==> src/rtl/nco_ctrl.sv <==
// nco_ctrl: command sequencer owning the NCO enable, tuning word and waveform-RAM load port.
// Optional trailing checksum byte on each load is enabled with `define NCO_CTRL_CHECKSUM_EN.
module nco_ctrl #(
  parameter int ADDR_WIDTH  = 12,
  parameter int DEPTH       = 4096,
  parameter int TIMEOUT_CYC = 65535
) (
  input  logic                  clk,
  input  logic                  rst_n,
  input  logic                  cmd_valid_i,
  output logic                  cmd_ready_o,
  input  logic [1:0]            cmd_op_i,
  input  logic [15:0]           cmd_data_i,
  input  logic                  byte_valid_i,
  output logic                  byte_ready_o,
  input  logic [7:0]            byte_data_i,
  output logic                  nco_en_o,
  output logic [10:0]           tunning_word_o,
  output logic [7:0]            wave_data_o,
  output logic [ADDR_WIDTH-1:0] wave_addr_o,
  output logic                  wave_load_en_o,
  output logic                  busy_o,
  output logic                  load_done_o,
  output logic                  err_o
);

  localparam logic [1:0] OP_SET_TW  = 2'd0;
  localparam logic [1:0] OP_ENABLE  = 2'd1;
  localparam logic [1:0] OP_DISABLE = 2'd2;
  localparam logic [1:0] OP_LOAD    = 2'd3;

  localparam logic [ADDR_WIDTH:0] DEPTH_W   = (ADDR_WIDTH+1)'(DEPTH);
  localparam logic [15:0]         IDLE_LAST = 16'(TIMEOUT_CYC - 1);

`ifdef NCO_CTRL_CHECKSUM_EN
  typedef enum logic [2:0] {S_IDLE, S_DRAIN, S_LOAD, S_CKSUM, S_DONE} state_t;
`else
  typedef enum logic [2:0] {S_IDLE, S_DRAIN, S_LOAD, S_DONE} state_t;
`endif

  state_t                r_state;
  state_t                w_next;
  logic                  r_cmd_ready;
  logic                  r_byte_ready;
  logic                  r_en;
  logic                  r_prev_en;
  logic [10:0]           r_tw;
  logic [7:0]            r_wdata;
  logic [ADDR_WIDTH-1:0] r_waddr;
  logic                  r_wen;
  logic                  r_busy;
  logic                  r_done;
  logic                  r_err;
  logic [ADDR_WIDTH-1:0] r_addr;
  logic [ADDR_WIDTH-1:0] r_last;
  logic [15:0]           r_idle;

  logic                  w_cmd_hs;
  logic                  w_byte_hs;
  logic                  w_in_load;
  logic                  w_idle_expired;
  logic                  w_last_byte;
  logic                  w_err_set;
  logic [ADDR_WIDTH:0]   w_len;
  logic [ADDR_WIDTH:0]   w_n;
  logic [ADDR_WIDTH-1:0] w_last;
  logic                  w_unused;

  assign w_cmd_hs  = cmd_valid_i & r_cmd_ready;
  assign w_byte_hs = byte_valid_i & r_byte_ready;

`ifdef NCO_CTRL_CHECKSUM_EN
  logic [7:0] r_sum;
  logic       w_cksum_bad;
  assign w_cksum_bad = (r_sum + byte_data_i) != 8'h00;
  assign w_in_load   = (r_state == S_LOAD) || (r_state == S_CKSUM);
`else
  assign w_in_load   = (r_state == S_LOAD);
`endif

  // Only the low bits of cmd_data_i carry meaning for any opcode.
  assign w_unused = ^cmd_data_i;

  assign w_len  = {1'b0, cmd_data_i[ADDR_WIDTH-1:0]} + (ADDR_WIDTH+1)'(1);
  assign w_n    = (w_len > DEPTH_W) ? DEPTH_W : w_len;
  assign w_last = w_n[ADDR_WIDTH-1:0] - ADDR_WIDTH'(1);

  assign w_idle_expired = w_in_load & ~w_byte_hs & (r_idle == IDLE_LAST);
  assign w_last_byte    = (r_state == S_LOAD) & w_byte_hs & (r_addr == r_last);

  always_ff @(posedge clk or negedge rst_n) begin
    if (!rst_n) begin
      r_state <= S_IDLE;
    end else begin
      r_state <= w_next;
    end
  end

  always_comb begin
    w_next    = r_state;
    w_err_set = 1'b0;
    case (r_state)
      S_IDLE: begin
        if (w_cmd_hs && (cmd_op_i == OP_LOAD)) begin
          w_next = S_DRAIN;
        end
      end
      S_DRAIN: begin
        w_next = S_LOAD;
      end
      S_LOAD: begin
        if (w_last_byte) begin
`ifdef NCO_CTRL_CHECKSUM_EN
          w_next = S_CKSUM;
`else
          w_next = S_DONE;
`endif
        end else if (w_idle_expired) begin
          w_next    = S_DONE;
          w_err_set = 1'b1;
        end
      end
`ifdef NCO_CTRL_CHECKSUM_EN
      S_CKSUM: begin
        if (w_byte_hs) begin
          w_next    = S_DONE;
          w_err_set = w_cksum_bad;
        end else if (w_idle_expired) begin
          w_next    = S_DONE;
          w_err_set = 1'b1;
        end
      end
`endif
      S_DONE: begin
        w_next = S_IDLE;
      end
      default: begin
        w_next = S_IDLE;
      end
    endcase
  end

  // Handshake-facing outputs are registered from the next state so they always match it.
  always_ff @(posedge clk or negedge rst_n) begin
    if (!rst_n) begin
      r_cmd_ready  <= 1'b0;
      r_byte_ready <= 1'b0;
      r_busy       <= 1'b0;
      r_done       <= 1'b0;
    end else begin
      r_cmd_ready  <= (w_next == S_IDLE);
`ifdef NCO_CTRL_CHECKSUM_EN
      r_byte_ready <= (w_next == S_LOAD) || (w_next == S_CKSUM);
`else
      r_byte_ready <= (w_next == S_LOAD);
`endif
      r_busy       <= (w_next != S_IDLE);
      r_done       <= (w_next == S_DONE);
    end
  end

  always_ff @(posedge clk or negedge rst_n) begin
    if (!rst_n) begin
      r_en      <= 1'b0;
      r_prev_en <= 1'b0;
      r_tw      <= '0;
      r_err     <= 1'b0;
      r_addr    <= '0;
      r_last    <= '0;
    end else begin
      if ((r_state == S_IDLE) && w_cmd_hs) begin
        case (cmd_op_i)
          OP_SET_TW:  r_tw <= cmd_data_i[10:0];
          OP_ENABLE:  r_en <= 1'b1;
          OP_DISABLE: r_en <= 1'b0;
          default: begin
            r_prev_en <= r_en;
            r_en      <= 1'b0;
            r_err     <= 1'b0;
            r_addr    <= '0;
            r_last    <= w_last;
          end
        endcase
      end
      if ((r_state == S_LOAD) && w_byte_hs) begin
        r_addr <= r_addr + ADDR_WIDTH'(1);
      end
      if (w_err_set) begin
        r_err <= 1'b1;
      end
      if (w_next == S_DONE) begin
        r_en <= r_prev_en;
      end
    end
  end

  // RAM write port: one-cycle strobe after each data-byte handshake; addr/data hold otherwise.
  always_ff @(posedge clk or negedge rst_n) begin
    if (!rst_n) begin
      r_wen   <= 1'b0;
      r_waddr <= '0;
      r_wdata <= '0;
      r_idle  <= '0;
    end else begin
      r_wen <= 1'b0;
      if ((r_state == S_LOAD) && w_byte_hs) begin
        r_wen   <= 1'b1;
        r_waddr <= r_addr;
        r_wdata <= byte_data_i;
      end
      if (!w_in_load || w_byte_hs) begin
        r_idle <= '0;
      end else begin
        r_idle <= r_idle + 16'd1;
      end
    end
  end

`ifdef NCO_CTRL_CHECKSUM_EN
  always_ff @(posedge clk or negedge rst_n) begin
    if (!rst_n) begin
      r_sum <= '0;
    end else if ((r_state == S_IDLE) && w_cmd_hs && (cmd_op_i == OP_LOAD)) begin
      r_sum <= '0;
    end else if ((r_state == S_LOAD) && w_byte_hs) begin
      r_sum <= r_sum + byte_data_i;
    end
  end
`endif

  assign cmd_ready_o    = r_cmd_ready;
  assign byte_ready_o   = r_byte_ready;
  assign nco_en_o       = r_en;
  assign tunning_word_o = r_tw;
  assign wave_data_o    = r_wdata;
  assign wave_addr_o    = r_waddr;
  assign wave_load_en_o = r_wen;
  assign busy_o         = r_busy;
  assign load_done_o    = r_done;
  assign err_o          = r_err;

endmodule

==> config.mk <==
export PLATFORM = sky130hd
export DESIGN_NAME = nco_ctrl
export DESIGN_NICKNAME = d
export VERILOG_FILES = /design/src/rtl/nco_ctrl.sv
export SDC_FILE = /design/constraint.sdc
export NUM_CORES = 1
export LEC_CHECK = 0
export ABC_AREA = 1
export CAP_MARGIN = 30
export CORE_UTILIZATION = 53
export DETAILED_ROUTE_END_ITERATION = 16
export GPL_TIMING_DRIVEN = 0
export PLACE_DENSITY = 0.88
export RECOVER_POWER = 50
export SLEW_MARGIN = 20
export SYNTH_ARGS = -nofsm -noshare
export SYNTH_HDL_FRONTEND = slang
export SYNTH_SLANG_ARGS = --single-unit
==> constraint.sdc <==
create_clock -name clk -period 2.35 [get_ports clk]
set_input_delay 0.47 -clock clk [delete_from_list [all_inputs] [get_ports clk]]
set_output_delay 0.47 -clock clk [all_outputs]
set_load 0.02 [all_outputs]
== Word-level counts from Yosys, hierarchy flattened ==
Cells that the tools add are included.

* Input bits: 30
* Bits in registers: 82

* $lt $le $gt $ge: 1
* Reduce and logical (&&, ||, !) cells: 18
* Muxes and demuxes: 19
* Equality and inequality tests: 12
* Bitwise gates (word level): 8
* Add/sub/neg operators: 4

{| class="wikitable"
|+ Operator list
! operator !! number
|-
| $mux W12 || 4
|-
| $add A16 B1 Y16 const B || 1
|-
| $eq A16 B16 Y1 const B || 1
|-
| $mux W16 || 1
|-
| $add A12 B1 Y13 const B || 1
|-
| $gt A13 B13 Y1 const B || 1
|-
| $add A12 B1 Y12 const B || 1
|-
| $eq A12 B12 Y1 || 1
|-
| $sub A12 B1 Y12 const B || 1
|-
| $reduce_and A2 Y1 || 5
|-
| $eq A3 B2 Y1 const B || 3
|-
| $mux W1 || 9
|-
| $mux W3 || 3
|-
| $pmux W3 S3 || 1
|-
| $and A1 B1 Y1 || 6
|-
| $logic_not A3 Y1 || 2
|-
| $reduce_bool A2 Y1 || 3
|-
| $eq A2 B2 Y1 const B || 2
|-
| $ne A2 B1 Y1 const B || 2
|-
| $eq A3 B1 Y1 const B || 1
|-
| $logic_and A1 B1 Y1 || 3
|-
| $reduce_bool A3 Y1 || 1
|-
| $reduce_or A3 Y1 || 1
|-
| $eq A2 B1 Y1 const B || 1
|-
| other kinds (6) || 7
|}

== Depth between registers and ports, before layout ==
* Depth after elaboration: 10
* Mapped depth: 16
* Depth with buffers taken out: 16

== Worst setup path before layout ==
No wires, ideal clock.

* Path type: input to register
* Start: in cmd_data_i[0]
* End: reg r_last[9]
* Slack: 0.488 ns
* Arrival time: 1.744 ns
* Required time: 2.233 ns
* Stages: 16
* Library setup time: 0.117 ns
* Cell sequence: ha_1 -> nand2_4 -> nor2_8 -> nand2_1 -> nand2_1 -> nand2_2 -> nor2_1 -> nand2_2 -> nand2_4 -> nand2_4 -> nand3_2 -> nor2_4 -> nand2_1 -> nand2_1 -> nand3_1 -> nand2_1

* Longest elaborated chain between the ends: 4

{| class="wikitable"
|+ Ends and longest elaborated chain
! item !! line !! source
|-
| from (decl) || 13 || <nowiki>input logic [15:0] cmd_data_i,</nowiki>
|-
| $add A12 B1 Y13 (*) || 84 || <nowiki>assign w_len = {1'b0, cmd_data_i[ADDR_WIDTH-1:0]} + (ADDR_WIDTH+1)'(1);</nowiki>
|-
| $gt A13 B13 Y1 || 85 || <nowiki>assign w_n = (w_len > DEPTH_W) ? DEPTH_W : w_len;</nowiki>
|-
| $mux W12 (*) || 85 ||
|-
| $sub A12 B1 Y12 (*) || 86 || <nowiki>assign w_last = w_n[ADDR_WIDTH-1:0] - ADDR_WIDTH'(1);</nowiki>
|-
| to (signal assigned) || 181 || <nowiki>r_last <= w_last;</nowiki>
|-
| to (decl) || 55 || <nowiki>logic [ADDR_WIDTH-1:0] r_last;</nowiki>
|}

Mark *: on every way between the ends. The rest lies on a longest branch, timed or not.
A chain may end at the register's enable or synchronous reset.

== Worst setup path in the final report ==
* Start: in cmd_data_i[2]
* End: reg r_last[8]

Same word-level chain as after synthesis.

==> metrics.txt <==
R2R setup slack=0.38 ns; number of cell rows=31; first-pass GRT wire length=around 15000 µm; CP startpoint=cmd_data_i[2]; GRT Total Usage=23.2%; number of global-route vias before repair=between 3000 and 4000; Setup crit end kind=flop; CP Buf/Inv Count=1; CP arrival=2.40 ns; Lkg Pwr=approximately 2.4 nW; Crit Path Max Fanout=5; IO buf count=63; die width=between 80 and 90 µm; Clock H-tree levels=3; Initial Util=a little under three fifths; Worst R2R Path Depth=9; post-route antenna net violation count=0; post-synthesis sequential area ratio=50.2%; most frequent cells in the layout=140 x nand2_1, 82 x dfrtp_1, 59 x clkdlybuf4s50_1; Crit path max-delay family=simple AND/OR/NAND/NOR gates; Slew HR=31.1%; core region area=7370 µm²; status=complete, no violations; worst-case clock buffer depth=2; Hold Crit Class=in2async; drt wl/cell=12.7 µm; FF-to-FF End=r_idle[15]; post-route clock skew=0.00700 ns; clk slew on worst S/H paths=0.09 ns; die height=89.8 µm; DP HPWL=6420 µm; n_diodes=0; IO Pins=68; clock sinks=82; clk root buf=clkbuf_8; post-synthesis async set-or-reset flop share=100%; Netlist Area Pre-Place=~4000 µm²; CP peak stage delay=0.62 ns; DIE AREA=between 8000 and 9000 µm²; Synth Net Count=about 530; TritonCTS clock tree=built; Net count, final=609; WL final=8600 µm; synth warn=0; RSZ-0062 raised after global routing=false; most common cell after layout, fill and taps aside=nand2_1; Critical Path Sink=r_last[8]; P per Cell Area=668 nW/µm²; Max IR drop VDD=slightly below 0.5 mV; FF/Latch Area=2050 µm²; Syn Inst Count=500; final slew viol count=0; Post-synth EDFFs=0; CP Cell Sequence=clkdlybuf4s50_1 -> nand2_1 -> nor2_1 -> nand4_1 -> nand2_1 -> nor2_1 -> nand2_2 -> nand2_4 -> nand2_2 -> nand3_2 -> nor2_2 -> nand2_1 -> nand3_1 -> o21ai_2; final core utilization=68.8%; initial antenna violation count=0; via count=between 3000 and 4000; area occupied by multi-input gates=1770 µm²; Fill cells=558; clock latency on the worst-skew pair=between 0.3 and 0.4 ns; largest net degree at the start of global routing=44; CTS Buf Count=9; Residual DRC=0; number of stages on the worst setup path=14; dpl cells=663; final hold violation count=0; #FFs+latches synth=82; share of cells above drive strength 1=8.79%; Top FF cell, synth=dfrtp_1; Final setup viols=0; period utilisation layout=91.3%; number of vias per cell=5.20; most frequent CP cell=nand2_1; Reg2Reg Launch Point=r_idle[4]; syn_area_per_cell=between 8 and 9 µm²; Worst EP required=approximately 2.6 ns; area delta synth->final=24.1%; DRT Pass-1 Iters=4; RD Place Congestion=0.838; Worst Setup Path Type=in2reg; Max Freq=0.466 GHz; max-cap violations=0; post-route insts no fill=679; crit start category=input pin; Final min period=2.15 ns; gr ovfl total=0; slowest CP cell=clkdlybuf4s50_1; Synth cell types=38; post-CTS setup buffer count=0; worst slew pin tran=around 1.0 ns; DR iter-0 viols=202
-- cell families (layout without fill, tap and decap cells) --
group                    after synthesis  count (layout)  synth area share (%)
AND/OR/NAND/NOR                      256             256                  28.5
flip-flops                            82              82                  50.2
adder cells (fa/ha/maj)                4               4                  1.23
multiplexers                           6               6                  1.62
AO/OA/AOI/OAI                         71              71                  9.56
XOR/XNOR                              11              11                  2.36
other                                  1               1                0.0918
buffers and inverters                 69             149                  6.43
-- where the power goes --
| part | internal, W | total (W) | switching, W |
|---|---|---|---|
| Sequential | 0.00155 | 0.00164 | 0.0000926 |
| Combinational | 0.000272 | 0.000607 | 0.000335 |
| Clock | 0.000607 | 0.00114 | 0.000534 |
-- per-stage QoR --
stage | setup WS, ns | total power (W) | hold WS, ns | cell area, µm² | TNS (ns)
2_1_floorplan | 0.488 | 0.00199 | 0.174 | 4080 | 0
3_3_place_gp | -1.94 | 0.00224 | 0.455 | 4840 | -160.31
3_5_place_dp | -0.291 | 0.00227 | 0.463 | 4860 | -2.53
4_1_cts | 0.0893 | 0.00341 | 0.0740 | 5080 | 0
5_1_grt | 0.0125 | 0.00354 | 0.320 | 5070 | 0
6_report | 0.204 | 0.00339 | 0.231 | 5070 | 0
-- sequential cells by signal, indices dropped and copies added (netlist names), 3 cells and up --
signal          count
r_addr             12
r_idle             16
r_last             12
r_state             3
tunning_word_o     11
wave_addr_o        12
wave_data_o         8
-- cell type report --
type / count / area share, %
Tap cell: 99 / 2.44
Timing Repair Buffer: 64 / 12.5
Multi-Input combinational cell: 349 / 34.9
Clock buffer: 9 / 2.44
Sequential cell: 82 / 40.5
Clock inverter: 7 / 1.97
Inverter: 60 / 4.44
Buffer: 9 / 0.740
-- worst min path at each step --
stage,from,to
floorplan,rst_n,busy_o
global placement,wave_addr_o[11],wave_addr_o[11]
detailed placement,wave_data_o[7],wave_data_o[7]
CTS,rst_n,r_idle[13]
global route,rst_n,r_idle[11]
finish,rst_n,r_idle[13]
-- synth_stat cells (2+ instances only) --
master,number,area share (%)
nand2_1,140,13
dfrtp_1,82,50
inv_1,56,5.1
nor2_1,51,4.7
o21ai_0,37,4.5
nand3_1,23,2.8
a21oi_1,15,1.8
xor2_1,10,2.1
nand4_1,9,1.4
clkbuf_1,8,0.74
nor3_1,8,0.98
mux2_2,5,1.4
nand2_4,5,1.4
nand3_2,5,1.2
ha_1,4,1.2
nand2_2,4,0.61
o21ai_1,4,0.49
a31oi_1,3,0.46
o21a_1,3,0.55
o22ai_1,3,0.46
or2_2,3,0.46
clkinv_1,2,0.18
inv_2,2,0.18
nor2_2,2,0.31
nor4_1,2,0.31
o32ai_1,2,0.43
-- worst reg2reg max path: stages (launching register included) --
cell     delay [ns]
dfrtp_1        0.39
nand2_1        0.11
nor3_1         0.21
nand2_1        0.14
nor2_1         0.19
inv_1          0.07
nor3_1         0.35
nand4_1        0.17
o21ai_0        0.19
a21oi_1        0.05
-- routing by layer --
layer / track usage (%) / share of wire [%] / vias to the layer above
li1: - / - / 1758
met2: 40.3 / 50 / 98
met5: 0 / 0 / -
met4: 11.1 / 2.2 / 0
met3: 4.06 / 4.9 / 23
met1: 28.0 / 43 / 1651
-- timing repair --
action / in CTS / in global routing
endpoints found under the setup margin: 0 / 8
hold buffers: 0 / 0
gates resized for setup: 0 / 5
(Power assumes the default switching activity.)
